$ cat config.mk
export PLATFORM = sky130hd
export DESIGN_NAME = alu_operand_sequencer
export DESIGN_NICKNAME = d
export VERILOG_FILES = /design/src/rtl/alu_seq_pkg.sv /design/src/rtl/btn_conditioner.sv /design/src/rtl/alu_operand_sequencer.sv
export SDC_FILE = /design/constraint.sdc
export NUM_CORES = 1
export LEC_CHECK = 0
export CAP_MARGIN = 10
export CORE_UTILIZATION = 45
export CTS_CLUSTER_SIZE = 24
export DETAILED_ROUTE_END_ITERATION = 12
export GPL_TIMING_DRIVEN = 0
export PLACE_DENSITY_LB_ADDON = 0.08
export SKIP_CTS_REPAIR_TIMING = 1
export SYNTH_ARGS = -nofsm -noshare
export SYNTH_HDL_FRONTEND = slang
export SYNTH_HIERARCHICAL = 1
export SYNTH_SLANG_ARGS = --single-unit
$ cat constraint.sdc
create_clock -name clk -period 4.2 [get_ports clk]
set_input_delay 0.84 -clock clk [delete_from_list [all_inputs] [get_ports clk]]
set_output_delay 0.84 -clock clk [all_outputs]
set_load 0.005 [all_outputs]
$ cat src/rtl/alu_seq_pkg.sv
// Shared types for the ALU operand sequencer: state and opcode encodings, flag bundle.
package alu_seq_pkg;

  localparam int unsigned ALU_WIDTH = 10;

  typedef enum logic [2:0] {
    LOAD_A  = 3'd0,
    LOAD_B  = 3'd1,
    LOAD_OP = 3'd2,
    EXEC    = 3'd3,
    SHOW    = 3'd4
  } state_t;

  typedef enum logic [1:0] {
    OP_ADD  = 2'd0,
    OP_SUB  = 2'd1,
    OP_ADC  = 2'd2,
    OP_PASS = 2'd3
  } op_t;

  typedef struct packed {
    logic c;
    logic z;
    logic n;
    logic v;
  } flags_t;

endpackage

$ cat src/rtl/btn_conditioner.sv
// Button path: 2-flop synchroniser, optional debouncer (ALU_SEQ_DEBOUNCE_EN), registered rising-edge pulse.
module btn_conditioner #(
  parameter int unsigned DEBOUNCE_CYCLES = 16
) (
  input  logic clk,
  input  logic rst_n,
  input  logic btn_raw,
  output logic adv
);

  logic [1:0] sync_q;
  logic       lvl;
  logic       lvl_q;

  always_ff @(posedge clk or negedge rst_n) begin
    if (!rst_n) sync_q <= '0;
    else        sync_q <= {sync_q[0], btn_raw};
  end

`ifdef ALU_SEQ_DEBOUNCE_EN
  localparam int unsigned CW = (DEBOUNCE_CYCLES > 1) ? $clog2(DEBOUNCE_CYCLES) : 1;

  logic [CW-1:0] cnt_q;
  logic          db_q;

  // Count consecutive cycles the synchronised level disagrees with the debounced one.
  always_ff @(posedge clk or negedge rst_n) begin
    if (!rst_n) begin
      cnt_q <= '0;
      db_q  <= 1'b0;
    end else if (sync_q[1] == db_q) begin
      cnt_q <= '0;
    end else if (cnt_q == CW'(DEBOUNCE_CYCLES - 1)) begin
      cnt_q <= '0;
      db_q  <= sync_q[1];
    end else begin
      cnt_q <= cnt_q + CW'(1);
    end
  end

  assign lvl = db_q;
`else
  assign lvl = sync_q[1];
`endif

  always_ff @(posedge clk or negedge rst_n) begin
    if (!rst_n) begin
      lvl_q <= 1'b0;
      adv   <= 1'b0;
    end else begin
      lvl_q <= lvl;
      adv   <= lvl & ~lvl_q;
    end
  end

endmodule

$ cat src/rtl/alu_operand_sequencer.sv
// Captures A, B and opcode from switches on successive button presses, drives the external adder,
// registers sum/carry and Z/N/V flags. Optional debouncer enabled by ALU_SEQ_DEBOUNCE_EN.
module alu_operand_sequencer
  import alu_seq_pkg::*;
#(
  parameter int unsigned WIDTH           = ALU_WIDTH,
  parameter int unsigned DEBOUNCE_CYCLES = 16
) (
  input  logic             clk,
  input  logic             rst_n,
  input  logic [WIDTH-1:0] sw,
  input  logic             btn_next,
  output logic [WIDTH-1:0] add_a,
  output logic [WIDTH-1:0] add_b,
  output logic             add_cin,
  input  logic [WIDTH-1:0] add_s,
  input  logic             add_cout,
  output logic [WIDTH-1:0] result,
  output logic             flag_c,
  output logic             flag_z,
  output logic             flag_n,
  output logic             flag_v,
  output logic             result_valid,
  output logic [2:0]       state
);

  state_t           state_q, state_d;
  logic [WIDTH-1:0] a_q, b_q;
  op_t              op_q, op_sw;
  flags_t           flags_q;
  logic             adv;
  logic [WIDTH-1:0] drv_b;
  logic             drv_cin;
  logic             ovf;

  btn_conditioner #(
    .DEBOUNCE_CYCLES(DEBOUNCE_CYCLES)
  ) u_btn (
    .clk    (clk),
    .rst_n  (rst_n),
    .btn_raw(btn_next),
    .adv    (adv)
  );

  always_ff @(posedge clk or negedge rst_n) begin
    if (!rst_n) state_q <= LOAD_A;
    else        state_q <= state_d;
  end

  always_comb begin
    state_d = state_q;
    case (state_q)
      LOAD_A:  if (adv) state_d = LOAD_B;
      LOAD_B:  if (adv) state_d = LOAD_OP;
      LOAD_OP: if (adv) state_d = EXEC;
      EXEC:    state_d = SHOW;
      SHOW:    if (adv) state_d = LOAD_A;
      default: state_d = LOAD_A;
    endcase
  end

  // Effective adder operands decoded straight from the switches at the opcode capture edge.
  always_comb begin
    op_sw   = op_t'(sw[1:0]);
    drv_b   = b_q;
    drv_cin = 1'b0;
    case (op_sw)
      OP_SUB: begin
        drv_b   = ~b_q;
        drv_cin = 1'b1;
      end
      OP_ADC:  drv_cin = sw[2];
      OP_PASS: drv_b   = '0;
      default: ;
    endcase
  end

  assign ovf = (add_a[WIDTH-1] == add_b[WIDTH-1]) & (add_s[WIDTH-1] != add_a[WIDTH-1]);

  always_ff @(posedge clk or negedge rst_n) begin
    if (!rst_n) begin
      a_q          <= '0;
      b_q          <= '0;
      op_q         <= OP_ADD;
      add_a        <= '0;
      add_b        <= '0;
      add_cin      <= 1'b0;
      result       <= '0;
      flags_q      <= '0;
      result_valid <= 1'b0;
    end else begin
      case (state_q)
        LOAD_A:  if (adv) a_q <= sw;
        LOAD_B:  if (adv) b_q <= sw;
        LOAD_OP: if (adv) begin
          op_q    <= op_sw;
          add_a   <= a_q;
          add_b   <= drv_b;
          add_cin <= drv_cin;
        end
        EXEC: begin
          result       <= add_s;
          flags_q.c    <= (op_q == OP_PASS) ? 1'b0 : add_cout;
          flags_q.z    <= (add_s == '0);
          flags_q.n    <= add_s[WIDTH-1];
          flags_q.v    <= (op_q == OP_PASS) ? 1'b0 : ovf;
          result_valid <= 1'b1;
        end
        SHOW:    if (adv) result_valid <= 1'b0;
        default: ;
      endcase
    end
  end

  assign flag_c = flags_q.c;
  assign flag_z = flags_q.z;
  assign flag_n = flags_q.n;
  assign flag_v = flags_q.v;
  assign state  = state_q;

endmodule

==> results of run 1 <==
placed cells by master (no fill, tap or decap):
cell type,synthesis,routed
nor2_1,15,15
nand3_1,2,2
clkbuf_1,1,3
nand2b_4,1,1
nor3_4,2,2
and3b_1,1,1
a21oi_1,15,15
nor4bb_1,1,1
mux2_2,41,41
nand3b_1,1,1
o21ai_0,5,5
inv_1,2,2
nor2b_4,1,1
mux2_1,2,2
mux2i_1,10,10
inv_2,1,1
nand3b_4,1,1
buf_8,1,1
clkdlybuf4s50_1,0,61
nand2_1,7,7
clkbuf_8,0,10
buf_4,6,7
buf_6,1,1
clkinv_2,0,4
dfrtp_1,64,64
buf_2,1,1
ha_1,3,3
nor3b_1,2,2
nor4_1,2,2
area by class of cell:
type	count	area (um^2)	area share (%)
sequential	64	1600	45.6
timing repair buffer	62	618	17.6
clock buffer	12	145	4.13
clock inverter	4	20.0	0.570
buffer	10	80.1	2.28
tap	72	90.1	2.56
inverter	3	11.3	0.320
multi-input combinational	112	948	27.0
per-layer routing:
layer	up-vias	global-route usage (%)	wire, um
met2	51	25.9	2220
met5	-	0	0
met3	8	5.12	276
li1	806	-	-
met4	0	7.22	67
met1	832	24.5	2340
report_power, final:
group | total, mW | leakage, nW | internal (mW) | switching (mW)
Combinational | 0.892 | 0.685 | 0.600 | 0.292
Sequential | 1.05 | 0.764 | 0.899 | 0.156
Clock | 0.449 | 0.0899 | 0.227 | 0.222
Total | 2.39 | 1.54 | 1.73 | 0.670
flip-flops by register name (all words and copies together), names as in the netlist, 2 cells and up:
name,flops
op_q,2
a_q,10
add_b,10
b_q,10
add_a,10
u_btn/sync_q,2
state,3
result,10
final timing paths:
kind,endpoint,slack [ns],depth (start not counted)
setup / recovery,add_b[0],1.86,6
hold / removal,u_btn/sync_q[1],0.35,0
setup reg to reg,op_q[0],2.49,5
hold reg to reg,u_btn/sync_q[1],0.35,0
max in group asynchronous,add_b[3],3.08,1
min in group asynchronous,u_btn/sync_q[1],0.59,1
stage by stage:
| step | cell area, um^2 | hold WS, ns | setup slack [ns] |
|---|---|---|---|
| after floorplan | 2640 | 0.331 | 2.47 |
| after global placement | 3350 | 0.335 | 0.170 |
| after detailed placement | 3350 | 0.335 | 1.50 |
| after CTS | 3510 | 0.350 | 1.84 |
| after global routing | 3510 | 0.378 | 1.76 |
| final | 3510 | 0.347 | 1.86 |
cells by family (layout without fill, tap and decap cells):
| group | count (synthesis) | in the layout | synth area share, % |
|---|---|---|---|
| mux | 53 | 53 | 22.1 |
| flops | 64 | 64 | 60.6 |
| fa+ha+maj | 3 | 3 | 1.42 |
| simple gates | 36 | 36 | 8.57 |
| buf+inv | 13 | 91 | 3.46 |
| compound gates | 20 | 20 | 3.79 |
worst register-to-register path, delay by kind of cell, from the launching register on:
family | cells | cell delay, ns
buffers and inverters | 3 | 0.56
flip-flops | 1 | 0.38
multiplexers | 1 | 0.34
AND/OR/NAND/NOR | 1 | 0.32
==> run metrics, run 1 <==
outcome=finished, final reports clean; Data required, critical path=around 4.5 ns; Die Wd=between 70 and 80 um; CTS H-tree depth=3; area grow syn2layout=33.1%; GRT Resource Usage Total=roughly 18%; DPL Wire Length=about 3200 um; Yosys cell types=26; CP max-delay cell=clkdlybuf4s50_1; Layout Cells excl Fill=between 300 and 400; antenna cells=0; crit path max fanout=10; Worst Tran Pin Value=between 0.7 and 0.8 ns; Initial Utilization=47.4%; Die Area=6180 um^2; slew margin rel.=between 40% and 50%; leak pwr=around 1.5 nW; final setup violating endpoints=0; CTS tree=yes; Die Ht=~80 um; CP peak stage delay=0.59 ns; sequential share of the synthesized area=roughly three fifths; worst-case clock buffer depth=2; TritonRoute pass-1 iters=5; Hold Startpoint=u_btn/sync_q[0]; post-synthesis async set-or-reset flop share=100%; fraction of layout cells with a size suffix above 1=between 20% and 30%; Avg Inst Size Synth=14.0 um^2; clock skew=0.00486 ns; final wirelength=around 4900 um; DRC viols=0; Boundary Pins=between 60 and 70; count leader, synth=dfrtp_1; Worst-Skew Late Latency=0.33 ns; hold crit path type=reg2reg; Worst R2R Start=state[2]; wire per inst=14.4 um; Final Core Density=between 60% and 70%; vias per cell=about 5; Post-DRT Antenna Nets=0; mapped cell area=2640 um^2; Crit Path Category=in2reg; Clock transition at path regs=0.07 ns; syn nets=about 220; total power=2.39 mW; row count=27; gpl congestion=about 0.71; first-pass GRT wire length=about 8300 um; crit path DAT=2.59 ns; VDD IR max=0.000339 V; clock net sink count=64; Filler cells=roughly 470; I/O Buffers=62; total of max-cap violations=0; synth top area cells=dfrtp_1 (61%), mux2_2 (17%), mux2i_1 (3.8%); largest area contributor in the netlist=dfrtp_1; Slew Limit Fails=0; setup_tns=0 ns; Commonest cells post-synth=dfrtp_1 (64), mux2_2 (41), a21oi_1 (15), nor2_1 (15), mux2i_1 (10); fmax=between 400 and 500 MHz; Post-synth EDFFs=0; Crit path max-delay family=buffers and inverters; Gate Count Post-Synth=between 150 and 200; Synth Flop Type=dfrtp_1; initial antenna violation count=0; CP Launch Point=sw[1]; RSZ-0062 raised after global routing=no; critical path capture point type=flop; CTS Buf Count=9; core footprint=5570 um^2; Synth top area share=60.6%; pwr dens=approximately 680 nW/um^2; final worst path period share=between 50% and 60%; DR vias=1697; Hold Vio Cnt, Final=0; final critical-path required period=between 2 and 2.5 ns; synth warn=6; CP bufs+invs=2; Starting DRT DRC Count=between 80 and 90; Root Buffer=clkbuf_8; startpoint types=input port; remaining global-route overflow=0; fin nets=around 290; crit-path cells=clkdlybuf4s50_1 > inv_1 > ha_1 > nor2_1 > mux2i_1 > a21oi_1; Yosys reg bits=64; largest net degree at the start of global routing=65; Placed Instances=between 300 and 400; vias in the first global route=approximately 1800
(Power assumes the default switching activity.)
==> run 2: changes to the inputs <==
CORE_UTILIZATION = 44   (was 45)
clock period = 2.1 ns   (was 4.2 ns; I/O delays follow)
==> run metrics, run 2 (synthesis gave the netlist of run 1 again) <==
outcome=finished, final reports clean; vias per cell=5.00 (-0.12%); final critical-path required period=between 1.5 and 2 ns; final wirelength=4690 um (-4.3%); startpoint types=input port; clock skew=0.00887 ns (+0.00400 ns); final worst path period share=about 90%; Root Buffer=clkbuf_8; CTS tree=yes; critical path capture point type=flop; RSZ-0062 raised after global routing=no; I/O Buffers=62 (unchanged); pwr dens=1360 nW/um^2 (+100%); Worst-Skew Late Latency=0.33 ns (about the same); GR Util met1=23.3% (-1.2 points); r2r worst-path depth=4 (-1); final setup violating endpoints=0 (unchanged); r2r endpoint=a_q[9]; CTS H-tree depth=3 (unchanged); antenna cells=0 (unchanged); Slew Limit Fails=0 (unchanged); Placed Area=3350 um^2 (unchanged); Clock transition at path regs=0.07 ns (about the same); most common cell after layout, fill and taps aside=dfrtp_1; Hold Vio Cnt, Final=0 (unchanged); wire per inst=13.9 um (-4.0%); Die Wd=79.5 um (+1.1%); worst-case clock buffer depth=2 (unchanged); Crit path max-delay family=buffers and inverters; met2 Track Usage GR=23.0% (-2.9 points); slew margin rel.=48.5% (+1.5 points); crit path max fanout=10 (unchanged); Die Ht=79.5 um (+1.1%); CP bufs+invs=2 (unchanged); CP max-delay cell=clkdlybuf4s50_1; Crit Path Category=in2reg; DR vias=1690 (-0.41%); Boundary Pins=63 (unchanged); CP peak stage delay=0.58 ns (about the same); largest net degree at the start of global routing=65 (unchanged); VDD IR max=0.000860 V (+150%); Die Area=6320 um^2 (+2.2%); Reg2Reg Setup Slack=0.44 ns (-2.05 ns); GRT busiest layer=met1; DPL Wire Length=3200 um (-0.79%); fin nets=289 (unchanged); commonest cells after routing, fill and taps aside=dfrtp_1 (64), clkdlybuf4s50_1 (61), mux2_2 (41), nor2_1 (15), a21oi_1 (15); total of max-cap violations=0 (unchanged); Final Core Density=62.4% (-0.62 points); Data required, critical path=2.36 ns (-2.10 ns); crit path DAT=2.14 ns (-0.45 ns); Starting DRT DRC Count=55 (-34%); TritonRoute pass-1 iters=4 (-1); remaining global-route overflow=0 (unchanged); hold crit path type=in2async; Finished Cell Area=3520 um^2 (+0.21%); Worst Tran Pin Value=0.773 ns (-0.0226 ns); clock net sink count=64 (unchanged); crit-path cells=clkdlybuf4s50_1 > inv_1 > ha_1 > nor2_1 > mux2i_1 > a21oi_1; GRT Resource Usage Total=16.7% (-0.97 points); area grow syn2layout=33.3%; fraction of layout cells with a size suffix above 1=26.7% (+0.10 points); CTS Buf Count=9 (unchanged); met3 Use GR=4.00% (-1.1 points); leak pwr=1.54 nW (-0.11%); Post-DRT Antenna Nets=0 (unchanged); Initial Utilization=46.8% (-0.57 points); row count=27 (unchanged); fmax=roughly 530 MHz; gpl congestion=0.710 (about the same); DRC viols=0 (unchanged); core footprint=5640 um^2 (+1.2%); vias in the first global route=1599 (-9.3%); critical path depth in cells=6 (unchanged); Worst R2R Start=state[1]; first-pass GRT wire length=7820 um (-5.7%); initial antenna violation count=0 (unchanged)
## run 2: changes by cell type in the layout (fill, tap and decap cells not counted)
cell / delta
clkbuf_8: +1
clkbuf_1: -1
clkinv_2: -2
clkinvlp_4: +1
## run 2: metrics by stage
stage / hold slack [ns] / power (mW) / setup WS [ns] / setup TNS (ns) / instances
floorplan: 0.124 / 2.98 / 0.555 / 0 / 189
global placement: 0.333 / 3.89 / -1.50 / -96.88 / 323
detailed placement: 0.336 / 3.93 / -0.108 / -0.952 / 323
CTS: 0.189 / 4.88 / 0.233 / 0 / 338
global route: 0.232 / 5.13 / 0.0463 / 0 / 338
finish: 0.160 / 4.80 / 0.210 / 0 / 338
## run 2: how the worst max path moves through the flow
stage	from	endpoint	slack, ns
6_report	sw[1]	add_b[5]	0.21
5_1_grt	sw[1]	add_b[2]	0.05
4_1_cts	sw[1]	add_b[1]	0.23
3_5_place_dp	sw[1]	add_b[3]	-0.11
3_3_place_gp	rst_n	a_q[6]	-1.50
2_1_floorplan	state[2]	op_q[0]	0.55
## run 2: layer usage
metal	vias to the layer above	routed length [um]	share of wire [%]
li1	802	-	-
met3	11	297	6.3
met5	-	0	0
met4	0	115	2.5
met1	823	2270	48
met2	54	2000	43
## run 2: final cells by class
class	count	area (um^2)
buffer	10	80.1
clock buffer	12	155
clock inverter	3	17.5
fill	468	2120
inverter	3	11.3
multi-input combinational	112	948
sequential	64	1600
tap	72	90.1
timing repair buffer	62	618
## run 2: worst reg2reg max path: stages, from the launching register on
cell      delay, ns
dfrtp_1        0.38
buf_6          0.14
nand2b_4       0.16
nor3_4         0.46
mux2_2         0.40
## run 2: report_power, final
group / switching, mW / internal, mW
Clock: 0.435 / 0.482
Sequential: 0.306 / 1.80
Combinational: 0.582 / 1.20
Total: 1.32 / 3.48
==> run 3: changes to the inputs <==
CORE_MARGIN = 8   (was unset)
==> run metrics, run 3 (synthesis gave the netlist of run 1 again) <==
outcome=finished, final reports clean; vias in the first global route=1806 (+13%); GRT Resource Usage Total=13.0% (-3.7 points); largest net degree at the start of global routing=65 (unchanged); core footprint=5850 um^2 (+3.7%); pwr dens=1400 nW/um^2 (+3.0%); CP max-delay cell=clkdlybuf4s50_1; gpl congestion=0.707 (-0.37%); Die Ht=93.5 um (+18%); final worst path period share=90.8% (+0.78 points); Worst-Skew Late Latency=0.33 ns (about the same); vias per cell=4.94 (-1.3%); DRC viols=0 (unchanged); CTS Buf Count=9 (unchanged); Crit path max-delay family=buffers and inverters; Slew Limit Fails=0 (unchanged); crit path max fanout=10 (unchanged); TritonRoute pass-1 iters=3 (-1); leak pwr=1.56 nW (+1.3%); net switching power figure=1.36 mW (+3.0%); I/O Buffers=62 (unchanged); first-pass GRT wire length=8940 um (+14%); Initial Utilization=45.1% (-1.7 points); Finished Cell Area=3560 um^2 (+1.0%); total of max-cap violations=0 (unchanged); final setup violating endpoints=0 (unchanged); Boundary Pins=63 (unchanged); PnR worst setup slack=0.194 ns (-0.0164 ns); RSZ-0062 raised after global routing=no; Worst R2R Start=state[1]; CTS tree=yes; startpoint types=input port; CP peak stage delay=0.58 ns (about the same); Hold Vio Cnt, Final=0 (unchanged); Filler cells=486 (+3.8%); critical path capture point type=flop; crit-path cells=clkdlybuf4s50_1 > inv_1 > ha_1 > nor2_1 > mux2i_1 > a21oi_1; wire per inst=15.5 um (+12%); fraction of layout cells with a size suffix above 1=27.1% (+0.38 points); Crit Path Category=in2reg; final wirelength=5300 um (+13%); antenna cells=0 (unchanged); clock net sink count=64 (unchanged); CP bufs+invs=2 (unchanged); CTS H-tree depth=3 (unchanged); hold crit path type=in2async; area grow syn2layout=34.7%; row count=28 (+3.7%); r2r endpoint=a_q[4]; share of power burned in registers=42.3% (-1.5 points); Power Internal=3.63 mW (+4.4%); pre-CTS WS=-0.166 ns (-0.0581 ns); slew margin rel.=46.9% (-1.6 points); Data required, critical path=2.35 ns (about the same); register area=1600 um^2 (unchanged); worst-case clock buffer depth=2 (unchanged); crit path DAT=2.16 ns (+0.02 ns); Post-DRT Antenna Nets=0 (unchanged); Clock transition at path regs=0.07 ns (about the same); footprint of the multi-input gates=948 um^2 (unchanged); Starting DRT DRC Count=51 (-7.3%); Die Area=8740 um^2 (+38%); fin nets=289 (unchanged); r2r worst-path depth=4 (unchanged); VDD IR max=0.000723 V (-16%); Combinational Power Share=35.9% (-1.2 points); initial antenna violation count=0 (unchanged); Placed Area=3350 um^2 (+0.11%); Clk pwr share=21.8% (+2.7 points); remaining global-route overflow=0 (unchanged); clock skew=0.00438 ns (-0.00449 ns); Root Buffer=clkbuf_8; Die Wd=93.5 um (+18%); fmax=525 MHz (-0.86%); commonest cells after routing, fill and taps aside=dfrtp_1 (64), clkdlybuf4s50_1 (61), mux2_2 (41), nor2_1 (15), a21oi_1 (15); DPL Wire Length=3600 um (+13%); DR vias=1683 (-0.41%); Worst Tran Pin Value=0.796 ns (+0.0233 ns); switching fraction of total power=27.3% (-0.28 points); most common cell after layout, fill and taps aside=dfrtp_1; final critical-path required period=1.91 ns (+0.0164 ns); Reg2Reg Setup Slack=0.42 ns (-0.02 ns)
-- run 3: worst register-to-register path: stages, from the launching register on --
cell and delay, ns:
dfrtp_1 0.39, buf_6 0.14, nand2b_4 0.16, nor3_4 0.47, mux2_2 0.40
-- run 3: worst max path at each step --
| stage | from | endpoint | depth (start not counted) |
|---|---|---|---|
| after detailed placement | sw[1] | add_b[1] | 6 |
| after floorplan | state[2] | op_q[0] | 5 |
| final | sw[1] | add_b[1] | 6 |
| after global placement | rst_n | result[3] | 1 |
| after global routing | sw[1] | add_b[3] | 6 |
| after CTS | sw[1] | add_b[1] | 6 |
-- run 3: through the flow --
step | power, mW | std cells | util, % | hold slack [ns] | setup TNS (ns)
after floorplan | 2.98 | 189 | - | 0.124 | 0
after global placement | 3.92 | 326 | 57.4 | 0.333 | -100.52
after detailed placement | 3.97 | 326 | 57.3 | 0.336 | -1.24
after CTS | 5.08 | 341 | 60.8 | 0.200 | 0
after global routing | 5.33 | 341 | 60.8 | 0.242 | 0
final | 5.00 | 341 | 60.8 | 0.165 | 0
-- run 3: layer usage --
layer  vias to the layer above  share of wire [%]  GRT usage, %
met5                         -                  0             0
met3                         6                7.2          4.73
li1                        812                  -             -
met4                         0                1.1          6.04
met2                        51                 43          18.6
met1                       814                 48          17.2
-- run 3: final cells by class --
cell class | count | share of cell area (%)
Buffer | 10 | 2.25
Sequential cell | 64 | 45.0
Timing Repair Buffer | 62 | 17.4
Inverter | 3 | 0.316
Clock buffer | 12 | 4.64
Multi-Input combinational cell | 112 | 26.7
Tap cell | 75 | 2.64
Clock inverter | 3 | 1.13
-- run 3: power groups by stage --
stage	Clock (mW)	Sequential (mW)	Combinational (mW)
final	1.09	2.11	1.79
after global routing	1.17	2.19	1.97
after CTS	1.12	2.12	1.83
after detailed placement	0	2.14	1.83
after global placement	0	2.13	1.80
after floorplan	0	2.11	0.867
